<file path="src/rtl/m68k_bus_pkg.sv">
// Shared codes for the 68040 bus initiator: TT/SIZ/TM encodings, response codes, FSM states.
// Latency: n/a (declarations only).
// Backpressure: n/a.
package m68k_bus_pkg;

  localparam logic [1:0] TT_NORMAL = 2'b00;

  localparam logic [1:0] SIZ_LONG = 2'b00;
  localparam logic [1:0] SIZ_BYTE = 2'b01;
  localparam logic [1:0] SIZ_WORD = 2'b10;
  localparam logic [1:0] SIZ_LINE = 2'b11;

  localparam logic [2:0] TM_USER_DATA = 3'b001;
  localparam logic [2:0] TM_SUPV_DATA = 3'b101;

  localparam logic [1:0] ERR_OK      = 2'b00;
  localparam logic [1:0] ERR_BUS     = 2'b01;
  localparam logic [1:0] ERR_TIMEOUT = 2'b10;

  typedef enum logic [2:0] {
    ST_IDLE,
    ST_ARB,
    ST_START,
    ST_DATA,
    ST_DONE
  } state_t;

endpackage

</file>
<file path="src/rtl/m68k_bus_master_if.sv">
// Request/response handshake plus 68040 bus pins for the bus initiator.
// Latency: n/a (wiring only).
// Backpressure: req_valid/req_ready on the agent side; nTA/nTEA pacing on the bus side.
interface m68k_bus_master_if;
  logic         req_valid;
  logic         req_ready;
  logic [31:0]  req_addr;
  logic         req_rw;
  logic [1:0]   req_siz;
  logic [127:0] req_wdata;
  logic         rsp_valid;
  logic [127:0] rsp_rdata;
  logic [1:0]   rsp_err;
  logic         nBR;
  logic         nBG;
  logic         BOWN;
  logic [31:0]  A;
  logic [1:0]   TT;
  logic [2:0]   TM;
  logic [1:0]   SIZ;
  logic         RW;
  logic         nTS;
  logic [31:0]  D_out;
  logic         D_oe;
  logic [31:0]  D_in;
  logic         nTA;
  logic         nTBI;
  logic         nTEA;

  modport master (
    input  req_valid, req_addr, req_rw, req_siz, req_wdata, nBG, D_in, nTA, nTBI, nTEA,
    output req_ready, rsp_valid, rsp_rdata, rsp_err, nBR, BOWN, A, TT, TM, SIZ, RW, nTS,
           D_out, D_oe
  );

  modport slave (
    output req_valid, req_addr, req_rw, req_siz, req_wdata, nBG, D_in, nTA, nTBI, nTEA,
    input  req_ready, rsp_valid, rsp_rdata, rsp_err, nBR, BOWN, A, TT, TM, SIZ, RW, nTS,
           D_out, D_oe
  );
endinterface

</file>
<file path="src/rtl/bus_timeout.sv">
// Per-beat watchdog: loadable 8-bit down-counter, flags expiry when it reaches zero.
// Latency: load takes effect next cycle; expired is combinational from the count.
// Backpressure: none; counts only while enabled and saturates at zero.
module bus_timeout (
  input  logic       clk,
  input  logic       nRESET,
  input  logic       i_load,
  input  logic [7:0] i_load_val,
  input  logic       i_en,
  output logic       o_expired
);

  logic [7:0] r_cnt;

  // Reload wins over counting; hold at zero once expired.
  always_ff @(posedge clk or negedge nRESET) begin
    if (!nRESET) begin
      r_cnt <= 8'd0;
    end else if (i_load) begin
      r_cnt <= i_load_val;
    end else if (i_en && (r_cnt != 8'd0)) begin
      r_cnt <= r_cnt - 8'd1;
    end
  end

  assign o_expired = (r_cnt == 8'd0);

endmodule

</file>
<file path="src/rtl/m68k_bus_master.sv">
// 68040 bus initiator: turns one agent request into a single, line-burst or split-line bus transfer.
// Latency: zero-wait slave with grant held, accept -> rsp_valid in 4 cycles, +1 per extra burst beat.
// Backpressure: req_ready only in IDLE; each beat waits on nTA/nTEA up to TIMEOUT_CYCLES.
module m68k_bus_master
  import m68k_bus_pkg::*;
#(
  parameter int         TIMEOUT_CYCLES = 64,
  parameter logic [2:0] TM_VAL         = TM_SUPV_DATA
) (
  input logic             clk,
  input logic             nRESET,
  m68k_bus_master_if.master bus
);

  state_t       r_state, w_next;
  logic [31:0]  r_addr;
  logic         r_rw;
  logic [1:0]   r_siz;
  logic [127:0] r_wdata;
  logic [1:0]   r_beat, w_beat_nxt;
  logic         r_split, w_split_nxt;
  logic [127:0] r_rdata;
  logic [1:0]   r_err, w_err_val;
  logic         w_err_set, w_capture, w_tmo_load, w_tmo_expired;
  logic         w_accept, w_active, w_line;
  logic [1:0]   w_split_a32;
  logic [31:0]  w_addr;

  assign w_accept    = (r_state == ST_IDLE) && bus.req_valid;
  assign w_active    = (r_state == ST_START) || (r_state == ST_DATA);
  assign w_line      = (r_siz == SIZ_LINE);
  // Split beats walk the longwords of the line, wrapping inside it.
  assign w_split_a32 = r_addr[3:2] + r_beat;
  assign w_addr      = r_split ? {r_addr[31:4], w_split_a32, 2'b00} : r_addr;

  bus_timeout u_timeout (
    .clk        (clk),
    .nRESET     (nRESET),
    .i_load     (w_tmo_load),
    .i_load_val (8'(TIMEOUT_CYCLES - 1)),
    .i_en       (r_state == ST_DATA),
    .o_expired  (w_tmo_expired)
  );

  // State register plus latched request, beat tracking and response capture.
  always_ff @(posedge clk or negedge nRESET) begin
    if (!nRESET) begin
      r_state <= ST_IDLE;
      r_addr  <= 32'd0;
      r_rw    <= 1'b1;
      r_siz   <= SIZ_LONG;
      r_wdata <= 128'd0;
      r_beat  <= 2'd0;
      r_split <= 1'b0;
      r_rdata <= 128'd0;
      r_err   <= ERR_OK;
    end else begin
      r_state <= w_next;
      if (w_accept) begin
        r_addr  <= bus.req_addr;
        r_rw    <= bus.req_rw;
        r_siz   <= bus.req_siz;
        r_wdata <= bus.req_wdata;
        r_beat  <= 2'd0;
        r_split <= 1'b0;
        r_rdata <= 128'd0;
        r_err   <= ERR_OK;
      end else begin
        r_beat  <= w_beat_nxt;
        r_split <= w_split_nxt;
        if (w_err_set) r_err <= w_err_val;
        if (w_capture) r_rdata[{r_beat, 5'b00000} +: 32] <= bus.D_in;
      end
    end
  end

  // Next state: nTEA beats nTA, nTA beats timeout; nTBI only matters on beat 0 of a line.
  always_comb begin
    w_next      = r_state;
    w_beat_nxt  = r_beat;
    w_split_nxt = r_split;
    w_capture   = 1'b0;
    w_err_set   = 1'b0;
    w_err_val   = ERR_OK;
    w_tmo_load  = 1'b0;
    case (r_state)
      ST_IDLE:  if (bus.req_valid) w_next = ST_ARB;
      ST_ARB:   if (!bus.nBG) w_next = ST_START;
      ST_START: begin
        w_tmo_load = 1'b1;
        w_next     = ST_DATA;
      end
      ST_DATA: begin
        if (!bus.nTEA) begin
          w_err_set = 1'b1;
          w_err_val = ERR_BUS;
          w_next    = ST_DONE;
        end else if (!bus.nTA) begin
          w_capture = r_rw;
          if (w_line && !r_split && (r_beat == 2'd0) && !bus.nTBI) begin
            w_split_nxt = 1'b1;
            w_beat_nxt  = 2'd1;
            w_next      = ST_START;
          end else if (w_line && !r_split && (r_beat != 2'd3)) begin
            w_beat_nxt = r_beat + 2'd1;
            w_tmo_load = 1'b1;
          end else if (r_split && (r_beat != 2'd3)) begin
            w_beat_nxt = r_beat + 2'd1;
            w_next     = ST_START;
          end else begin
            w_next = ST_DONE;
          end
        end else if (w_tmo_expired) begin
          w_err_set = 1'b1;
          w_err_val = ERR_TIMEOUT;
          w_next    = ST_DONE;
        end
      end
      ST_DONE:  w_next = ST_IDLE;
      default:  w_next = ST_IDLE;
    endcase
  end

  assign bus.req_ready = (r_state == ST_IDLE);
  assign bus.rsp_valid = (r_state == ST_DONE);
  assign bus.rsp_rdata = r_rdata;
  assign bus.rsp_err   = r_err;
  assign bus.nBR       = !((r_state == ST_ARB) || w_active);
  assign bus.BOWN      = w_active;
  assign bus.A         = w_active ? w_addr : 32'd0;
  assign bus.TT        = TT_NORMAL;
  assign bus.TM        = TM_VAL;
  assign bus.SIZ       = (w_active && !r_split) ? r_siz : SIZ_LONG;
  assign bus.RW        = w_active ? r_rw : 1'b1;
  assign bus.nTS       = (r_state != ST_START);
  assign bus.D_oe      = w_active && !r_rw;
  assign bus.D_out     = bus.D_oe ? r_wdata[{r_beat, 5'b00000} +: 32] : 32'd0;

endmodule

</file>
<file path="src/flat_wrapper.sv">
// flat-port wrapper written by rule: the top's interface ports become plain ports
module m68k_bus_master_flat import m68k_bus_pkg::*;
#(
  parameter int         TIMEOUT_CYCLES = 64,
  parameter logic [2:0] TM_VAL         = TM_SUPV_DATA
)
  (clk, nRESET, bus_req_valid, bus_req_addr, bus_req_rw, bus_req_siz, bus_req_wdata, bus_nBG, bus_D_in, bus_nTA, bus_nTBI, bus_nTEA, bus_req_ready, bus_rsp_valid, bus_rsp_rdata, bus_rsp_err, bus_nBR, bus_BOWN, bus_A, bus_TT, bus_TM, bus_SIZ, bus_RW, bus_nTS, bus_D_out, bus_D_oe);
  m68k_bus_master_if bus_i ();
  input logic clk;
  input logic nRESET;
  input wire logic [$bits(bus_i.req_valid)-1:0] bus_req_valid;
  input wire logic [$bits(bus_i.req_addr)-1:0] bus_req_addr;
  input wire logic [$bits(bus_i.req_rw)-1:0] bus_req_rw;
  input wire logic [$bits(bus_i.req_siz)-1:0] bus_req_siz;
  input wire logic [$bits(bus_i.req_wdata)-1:0] bus_req_wdata;
  input wire logic [$bits(bus_i.nBG)-1:0] bus_nBG;
  input wire logic [$bits(bus_i.D_in)-1:0] bus_D_in;
  input wire logic [$bits(bus_i.nTA)-1:0] bus_nTA;
  input wire logic [$bits(bus_i.nTBI)-1:0] bus_nTBI;
  input wire logic [$bits(bus_i.nTEA)-1:0] bus_nTEA;
  output wire logic [$bits(bus_i.req_ready)-1:0] bus_req_ready;
  output wire logic [$bits(bus_i.rsp_valid)-1:0] bus_rsp_valid;
  output wire logic [$bits(bus_i.rsp_rdata)-1:0] bus_rsp_rdata;
  output wire logic [$bits(bus_i.rsp_err)-1:0] bus_rsp_err;
  output wire logic [$bits(bus_i.nBR)-1:0] bus_nBR;
  output wire logic [$bits(bus_i.BOWN)-1:0] bus_BOWN;
  output wire logic [$bits(bus_i.A)-1:0] bus_A;
  output wire logic [$bits(bus_i.TT)-1:0] bus_TT;
  output wire logic [$bits(bus_i.TM)-1:0] bus_TM;
  output wire logic [$bits(bus_i.SIZ)-1:0] bus_SIZ;
  output wire logic [$bits(bus_i.RW)-1:0] bus_RW;
  output wire logic [$bits(bus_i.nTS)-1:0] bus_nTS;
  output wire logic [$bits(bus_i.D_out)-1:0] bus_D_out;
  output wire logic [$bits(bus_i.D_oe)-1:0] bus_D_oe;
  assign bus_i.req_valid = bus_req_valid;
  assign bus_i.req_addr = bus_req_addr;
  assign bus_i.req_rw = bus_req_rw;
  assign bus_i.req_siz = bus_req_siz;
  assign bus_i.req_wdata = bus_req_wdata;
  assign bus_i.nBG = bus_nBG;
  assign bus_i.D_in = bus_D_in;
  assign bus_i.nTA = bus_nTA;
  assign bus_i.nTBI = bus_nTBI;
  assign bus_i.nTEA = bus_nTEA;
  assign bus_req_ready = bus_i.req_ready;
  assign bus_rsp_valid = bus_i.rsp_valid;
  assign bus_rsp_rdata = bus_i.rsp_rdata;
  assign bus_rsp_err = bus_i.rsp_err;
  assign bus_nBR = bus_i.nBR;
  assign bus_BOWN = bus_i.BOWN;
  assign bus_A = bus_i.A;
  assign bus_TT = bus_i.TT;
  assign bus_TM = bus_i.TM;
  assign bus_SIZ = bus_i.SIZ;
  assign bus_RW = bus_i.RW;
  assign bus_nTS = bus_i.nTS;
  assign bus_D_out = bus_i.D_out;
  assign bus_D_oe = bus_i.D_oe;
  m68k_bus_master #(.TIMEOUT_CYCLES(TIMEOUT_CYCLES), .TM_VAL(TM_VAL)) u_core (.clk(clk), .nRESET(nRESET), .bus(bus_i));
endmodule
</file>
<file path="config.mk">
export PLATFORM = sky130hd
export DESIGN_NAME = m68k_bus_master_flat
export DESIGN_NICKNAME = d
export VERILOG_FILES = /design/src/rtl/m68k_bus_pkg.sv /design/src/rtl/m68k_bus_master_if.sv /design/src/rtl/bus_timeout.sv /design/src/rtl/m68k_bus_master.sv /design/src/flat_wrapper.sv
export SDC_FILE = /design/constraint.sdc
export NUM_CORES = 1
export LEC_CHECK = 0
export ABC_AREA = 1
export BUFFER_PORTS_ARGS = -buffer_cell sky130_fd_sc_hd__buf_2
export CORE_MARGIN = 2
export CORE_UTILIZATION = 45
export CTS_CLUSTER_SIZE = 40
export DETAILED_ROUTE_END_ITERATION = 6
export PLACE_DENSITY = 0.7
export SYNTH_ARGS = -nofsm -noshare
export SYNTH_HDL_FRONTEND = slang
export SYNTH_HIERARCHICAL = 1
export SYNTH_SLANG_ARGS = --single-unit
</file>
<file path="constraint.sdc">
create_clock -name clk -period 3.2 [get_ports clk]
set_input_delay 0.48 -clock clk [delete_from_list [all_inputs] [get_ports clk]]
set_output_delay 0.48 -clock clk [all_outputs]
set_load 0.02 [all_outputs]
</file>
==> results of run 1 <==
-- final cells by class --
cell class	instances	area, um2	area share
diodes	3	7.51	0.000409
multi-input cells	1474	6360	0.346
inverters	67	258	0.0140
well taps	442	553	0.0301
clock inverters	10	95.1	0.00518
clock buffers	52	1060	0.0579
flip-flops and latches	307	7690	0.419
repair buffers	432	2330	0.127
-- routing by layer --
layer,track usage,vias up
li1,-,6936
met5,0,-
met4,0.0911,16
met2,0.446,606
met1,0.347,6759
met3,0.0632,112
-- through the flow --
stage	setup slack, ns	area [um2]	hold slack [ns]
2_1_floorplan	0.723	15000	0.184
3_3_place_gp	0.594	17200	0.456
3_5_place_dp	0.534	17200	0.460
4_1_cts	0.0292	18300	0.0184
5_1_grt	0.0992	18400	0.0354
6_report	0.269	18400	-0.0209
-- how the worst max path moves through the flow --
stage / endpoint / slack (ns) / cells past startpoint / from
after floorplan: u_core/u_timeout/r_cnt[0] / 0.72 / 14 / u_core/r_beat[1]
after global placement: bus_D_out[14] / 0.59 / 7 / u_core/r_state[1]
after detailed placement: u_core/u_timeout/r_cnt[2] / 0.53 / 12 / u_core/r_beat[0]
after CTS: bus_A[3] / 0.03 / 7 / u_core/r_beat[0]
after global routing: bus_D_out[14] / 0.1 / 7 / u_core/r_state[1]
final: bus_D_out[14] / 0.27 / 7 / u_core/r_state[1]
-- report_power, final --
part           switching, mW  total, mW  internal, mW
combinational           4.69       6.59          1.90
clock                   1.62       4.01          2.39
sequential             0.646       5.70          5.06
total                   6.96       16.3          9.35
-- cell families after synthesis --
family / Yosys count / synth area share
flops: 307 / 0.513
compound gates: 141 / 0.0480
simple gates: 1312 / 0.366
buf+inv: 212 / 0.0658
xor+xnor: 1 / 0.000585
other cells: 2 / 0.000502
fa+ha+maj: 7 / 0.00585
-- layout by cell type (no fill, tap or decap), types with 8 or more instances in the layout --
| master | netlist | layout |
|---|---|---|
| dfrtp_1 | 306 | 305 |
| conb_1 | 2 | 13 |
| buf_4 | 28 | 20 |
| nor3_1 | 39 | 39 |
| buf_2 | 49 | 403 |
| a21oi_1 | 37 | 37 |
| nand3_1 | 245 | 244 |
| clkbuf_8 | 0 | 8 |
| inv_1 | 59 | 59 |
| nand2_1 | 730 | 730 |
| o21ai_0 | 100 | 100 |
| nor2_1 | 246 | 246 |
| nand4_1 | 8 | 8 |
| clkbuf_16 | 0 | 37 |
| nor3b_1 | 27 | 27 |
-- registers in the layout, indices dropped and copies added, names as in the netlist --
name / cells
u_core/r_addr: 32
u_core/r_rw: 1
u_core/r_state: 3
u_core/r_split: 1
u_core/r_siz: 2
u_core/u_timeout/r_cnt: 8
u_core/r_wdata: 128
u_core/bus.rsp_rdata: 128
u_core/bus.rsp_err: 2
u_core/r_beat: 2
-- worst max-delay path, delay by kind of cell, from the launching register on --
family | cells | cell delay, ns
flip-flops | 1 | 0.43
buffers and inverters | 4 | 1.13
AO/OA/AOI/OAI | 1 | 0.16
AND/OR/NAND/NOR | 2 | 0.19
==> impl_metrics.toml, run 1 <==
[route]
drt-met1-wl_mm = 18.8
drt_pass1_iterations = 5
wl_met2_mm = 22.5
post_drt_wl_per_cell_um = 17.0
ant_nets = 0
met3_length_mm = 4.16
drtIter0Drc = 1113
viasPerCell = 5.18
vias = 14429
totalWireLength_mm = 47.3
top_layer_used = "met5"
drc = 0

[cts]
cts_sinks = 307
clkTransAtPathRegs_ns = 0.06
htree_num_levels = 2
cts_buffer_depth = 3
cts_tree = "yes"
cts-root-buf = "clkbuf_16"
tritoncts.num_buffers = 36
ctsHoldBuffers = 0
post_cts_buffers = 0
clk_latency_ns = 0.51
postCtsResizedCells = 0

[pwr]
leakagePower_nw = 10.3
worst_ir_drop_vdd_mv = 0.516
power_density_nw_per_um2 = 888
power_mw = 16.3

[synth]
synth_cells = 1982
synth_cell_types = 34
synth_top_area_share = 0.511
synth.most_common_cell = "nand2_1"
ys_seq_area_frac = 0.513
ys_seq_elements = 307
synth_common_cells = "nand2_1, dfrtp_1, nor2_1"
synth_top_cell_by_area = "dfrtp_1"
yosys_most_used_dff = "dfrtp_1"
synth_edf_count = 0
synthTopCellsByArea = "dfrtp_1, nand2_1, nand3_1, nor2_1, o21ai_0"
syn_area_um2 = 15000
syn_avg_cell_area_um2 = 7.56
async_reset_ff_frac = 1.00
yosysWarnings = 6

[setup_path]
reg2reg_depth = 12
worstSetupPathType = "flop to output pin"
startpoint_type = "flop"
path_common_cell = "inv_2"
path_cells = "inv_2 -> nor2_1 -> inv_2 -> nor2_2 -> inv_4 -> a21oi_1 -> buf_2"
worstPathArrival_ns = 2.45
cp-end-kind = "output pin"
reg2reg_from = "u_core/r_beat[0]"
cp.required_ns = 2.72
r2r_end = "u_core/u_timeout/r_cnt[2]"
critPathMaxFanout = 36
crit_slowest_cell = "inv_2"
slowest_delay_ns = 0.46
rrSetupSlack_ns = 0.49

[global_routing]
antenna_found_initial = 11
gr-total-overflow = 0
grt_pass1_wl_mm = 75.8
grt_use_total = 0.269
grt_max_degree = 161
grt_pass1_vias = 14015

[sta]
rsz0062_at_grt = "no"
setup_tns_ns = 0
finalCritPeriodShare = 0.916
hold_slack_ns = -0.0209
period_minus_slack_ns = 2.93
worst_pin_slew_ns = 0.811
drv_slew = 0
fmax_mhz = 341
fin_skew_ns = 0.0132
setup_violations = 0
maxSlewHeadroom = 0.459
finalHoldViolCount = 5

[floorplan]
num_io_pins = 410
die-height_um = 186
rows = 66
initial_utilization = 0.459
die_w_um = 186
coreArea_um2 = 32600
dieArea_um2 = 34800

[place]
gp_congestion = 0.884
portBuffers = 404
dpl.cell_count = 2722
dp_hpwl_mm = 31.9

[layout]
fin_util = 0.563
nFillCells = 3098
syn_to_final_growth_pct = 22.6
layout.nets = 2527
final_cells = 2787
layout-drive-gt1-share = 0.219

[min_path]
hold_path.class = "input port to async pin"

[outcome]
violations = "negative hold slack"
status = "finished, violations left"

[flow_run]
maxCapViolations = 0
Note: power is estimated with default switching activity, not from simulation.
==> run 2, diff against run 1 <==
- ABC_AREA: 1 -> 0
- CELL_PAD_IN_SITES_DETAIL_PLACEMENT: default -> 1
- CELL_PAD_IN_SITES_GLOBAL_PLACEMENT: default -> 1
- CORE_UTILIZATION: 45 -> 41
- PLACE_DENSITY: 0.7 -> 0.81
==> run 2 against run 1 <==
  * Global-route usage shrank 3.6 points
  * Synthesized cell count shrank 48%
  * Setup slack gained 0.035 ns
  * The run now ends clean
  * Hold slack gained 0.22 ns
  * Utilization shrank 3.8 points
  * Largest power group is now sequential cells
  * Sequential power grew 6.7%
  * Combinational power shrank 16%
  * Design area shrank 7.4%
  * First-iteration DRC count shrank 60%
  * Final cell count shrank 32%
  * Wire length shrank 15%
==> impl_metrics.toml, run 2 <==
[outcome]
status = "finished clean"

[setup_path]
worstSetupPathType = "flop to output pin"
path_cells = "nand2b_2 -> clkinv_4 -> nand2b_1 -> inv_1 -> buf_4 -> and2_1 -> buf_2"
startpoint_type = "flop"
cp.required_ns = 2.72
worstPathArrival_ns = 2.42
critPathMaxFanout = 36
cp_top_family = "buffers and inverters"
slowest_delay_ns = 0.47
cp-end-kind = "output pin"
path_buf_inv = 4
crit_slowest_cell = "dfrtp_1"

[route]
drt_pass1_iterations = 4
ant_nets = 0
vias = 9910
drtIter0Drc = 450
drc = 0
totalWireLength_mm = 40.2
post_drt_wl_per_cell_um = 21.2
viasPerCell = 5.22

[synth]
synth_edf_count = 0
synth_common_cells = "dfrtp_1, mux2_2, inv_1"
yosysWarnings = 6
syn_avg_cell_area_um2 = 13.0
synthTopCellsByArea = "dfrtp_1, mux2_2, mux4_2, a22o_1, and2_1"
synth_top_area_share = 0.570
ys_seq_elements = 307
syn_area_um2 = 13400
synth_top_cell_by_area = "dfrtp_1"
synth.most_common_cell = "dfrtp_1"
yosys_most_used_dff = "dfrtp_1"
ys_seq_area_frac = 0.572
async_reset_ff_frac = 1.00
synth_cell_types = 60
synth_cells = 1031

[pwr]
power_mw = 15.4
power_density_nw_per_um2 = 908
leakagePower_nw = 8.19
worst_ir_drop_vdd_mv = 0.525

[cts]
cts_tree = "yes"
clk_latency_ns = 0.50
cts_buffer_depth = 3
clkTransAtPathRegs_ns = 0.06
post_cts_buffers = 0
cts_sinks = 307
cts-root-buf = "clkbuf_16"
tritoncts.num_buffers = 35
htree_num_levels = 2

[place]
dp_hpwl_mm = 28.0
gp_congestion = 0.798
place_ws_ns = 0.441
portBuffers = 404

[sta]
drv_slew = 0
setup_violations = 0
setup_tns_ns = 0
fmax_mhz = 345
setup_slack_ns = 0.304
hold_slack_ns = 0.201
worst_pin_slew_ns = 0.736
rsz0062_at_grt = "no"
fin_skew_ns = 0.00891
finalCritPeriodShare = 0.905
maxSlewHeadroom = 0.497
finalHoldViolCount = 0
period_minus_slack_ns = 2.90

[global_routing]
grt_pass1_vias = 10816
antenna_found_initial = 12
gr-total-overflow = 0
grt_pass1_wl_mm = 61.7
grt_max_degree = 93
grt_use_total = 0.233

[layout]
layout-drive-gt1-share = 0.477
layout_commonest_cell = "buf_2"
syn_to_final_growth_pct = 26.6
layout.nets = 1637
final_cell_mix = "buf_2, dfrtp_1, mux2_2, inv_1, nand3_1"

[floorplan]
rows = 66
dieArea_um2 = 34200
die_w_um = 185
coreArea_um2 = 32400
num_io_pins = 410
die-height_um = 185
initial_utilization = 0.415

[flow_run]
maxCapViolations = 0

[min_path]
hold_path.class = "input port to flop"
==> run 2: cell count changes after synthesis, moves of 29 or more <==
cell	delta
a21oi_1	-29
and2_1	+62
o21ai_0	-41
nand3_1	-177
nor2_1	-229
mux4_2	+32
clkbuf_1	-34
nand2_1	-724
a22o_1	+65
nor3_1	-34
mux2_2	+164
==> run 2: through the flow <==
stage	instances	instance area, um2	util
6_report	1899	17000	0.525
5_1_grt	1894	17000	0.525
4_1_cts	1894	17000	0.525
3_5_place_dp	1832	15900	0.490
3_3_place_gp	1832	15900	0.490
2_1_floorplan	1042	13500	-
==> run 2: final timing paths <==
path / from / to / slack, ns / depth (start not counted)
worst min register to register: u_core/r_addr[26] / u_core/r_addr[26] / 0.50 / 1
worst max-delay path: u_core/r_state[2] / bus_D_out[16] / 0.30 / 7
worst max register to register: u_core/r_beat[1] / u_core/u_timeout/r_cnt[7] / 0.43 / 8
min in group asynchronous: nRESET / u_core/bus.rsp_rdata[6] / 0.52 / 2
max in group asynchronous: nRESET / u_core/r_wdata[41] / 1.69 / 3
worst min-delay path: bus_req_wdata[51] / u_core/r_wdata[51] / 0.20 / 2
==> run 2: worst register-to-register path, cell delays in order, from the launching register on <==
cell and delay, ns:
dfrtp_2 0.49, inv_1 0.12, ha_1 0.22, a2111oi_1 0.65, nand2_1 0.13, a21oi_1 0.25, clkinv_1 0.31, o311a_1 0.23
a221o_1 0.26
==> run 2: cell type report <==
type | count | area (um2)
fillers | 3502 | 15400
flip-flops and latches | 307 | 7690
repair buffers | 426 | 2270
clock buffers | 53 | 1040
multi-input cells | 581 | 5080
diodes | 5 | 12.5
clock inverters | 8 | 56.3
well taps | 442 | 553
inverters | 77 | 294
==> run 2: metal layers <==
layer	global-route usage	share of wire	vias up
met5	0	0.0019	-
met4	0.0756	0.026	14
met3	0.0737	0.087	73
met2	0.405	0.50	372
met1	0.273	0.38	5027
li1	-	-	4424
==> run 2: report_power, final <==
| part | internal [mW] | total [mW] | switching [mW] |
|---|---|---|---|
| combinational | 2.62 | 5.53 | 2.91 |
| sequential | 5.25 | 6.08 | 0.833 |
| clock | 2.25 | 3.83 | 1.58 |
| total | 10.1 | 15.4 | 5.33 |
==> run 2: cells by family (layout without fill, tap and decap cells) <==
logic type | Yosys count | after routing | share of synthesized area
buffers and inverters | 154 | 564 | 0.0540
and+or+nand+nor | 196 | 196 | 0.0841
xor gates and xnor gates | 2 | 2 | 0.00130
muxes | 197 | 197 | 0.192
other | 2 | 18 | 0.000559
adders and majority gates | 7 | 7 | 0.00652
AOI/OAI and AO/OA | 166 | 166 | 0.0894
DFF | 307 | 307 | 0.572
==> run 2: what timing repair did <==
| item | 4_1_cts | 5_1_grt |
|---|---|---|
| setup endpoints to repair | 0 | 27 |
| hold endpoints to repair | 64 | 0 |
| resized for setup | 0 | 3 |
| hold buffers | 1 | 0 |
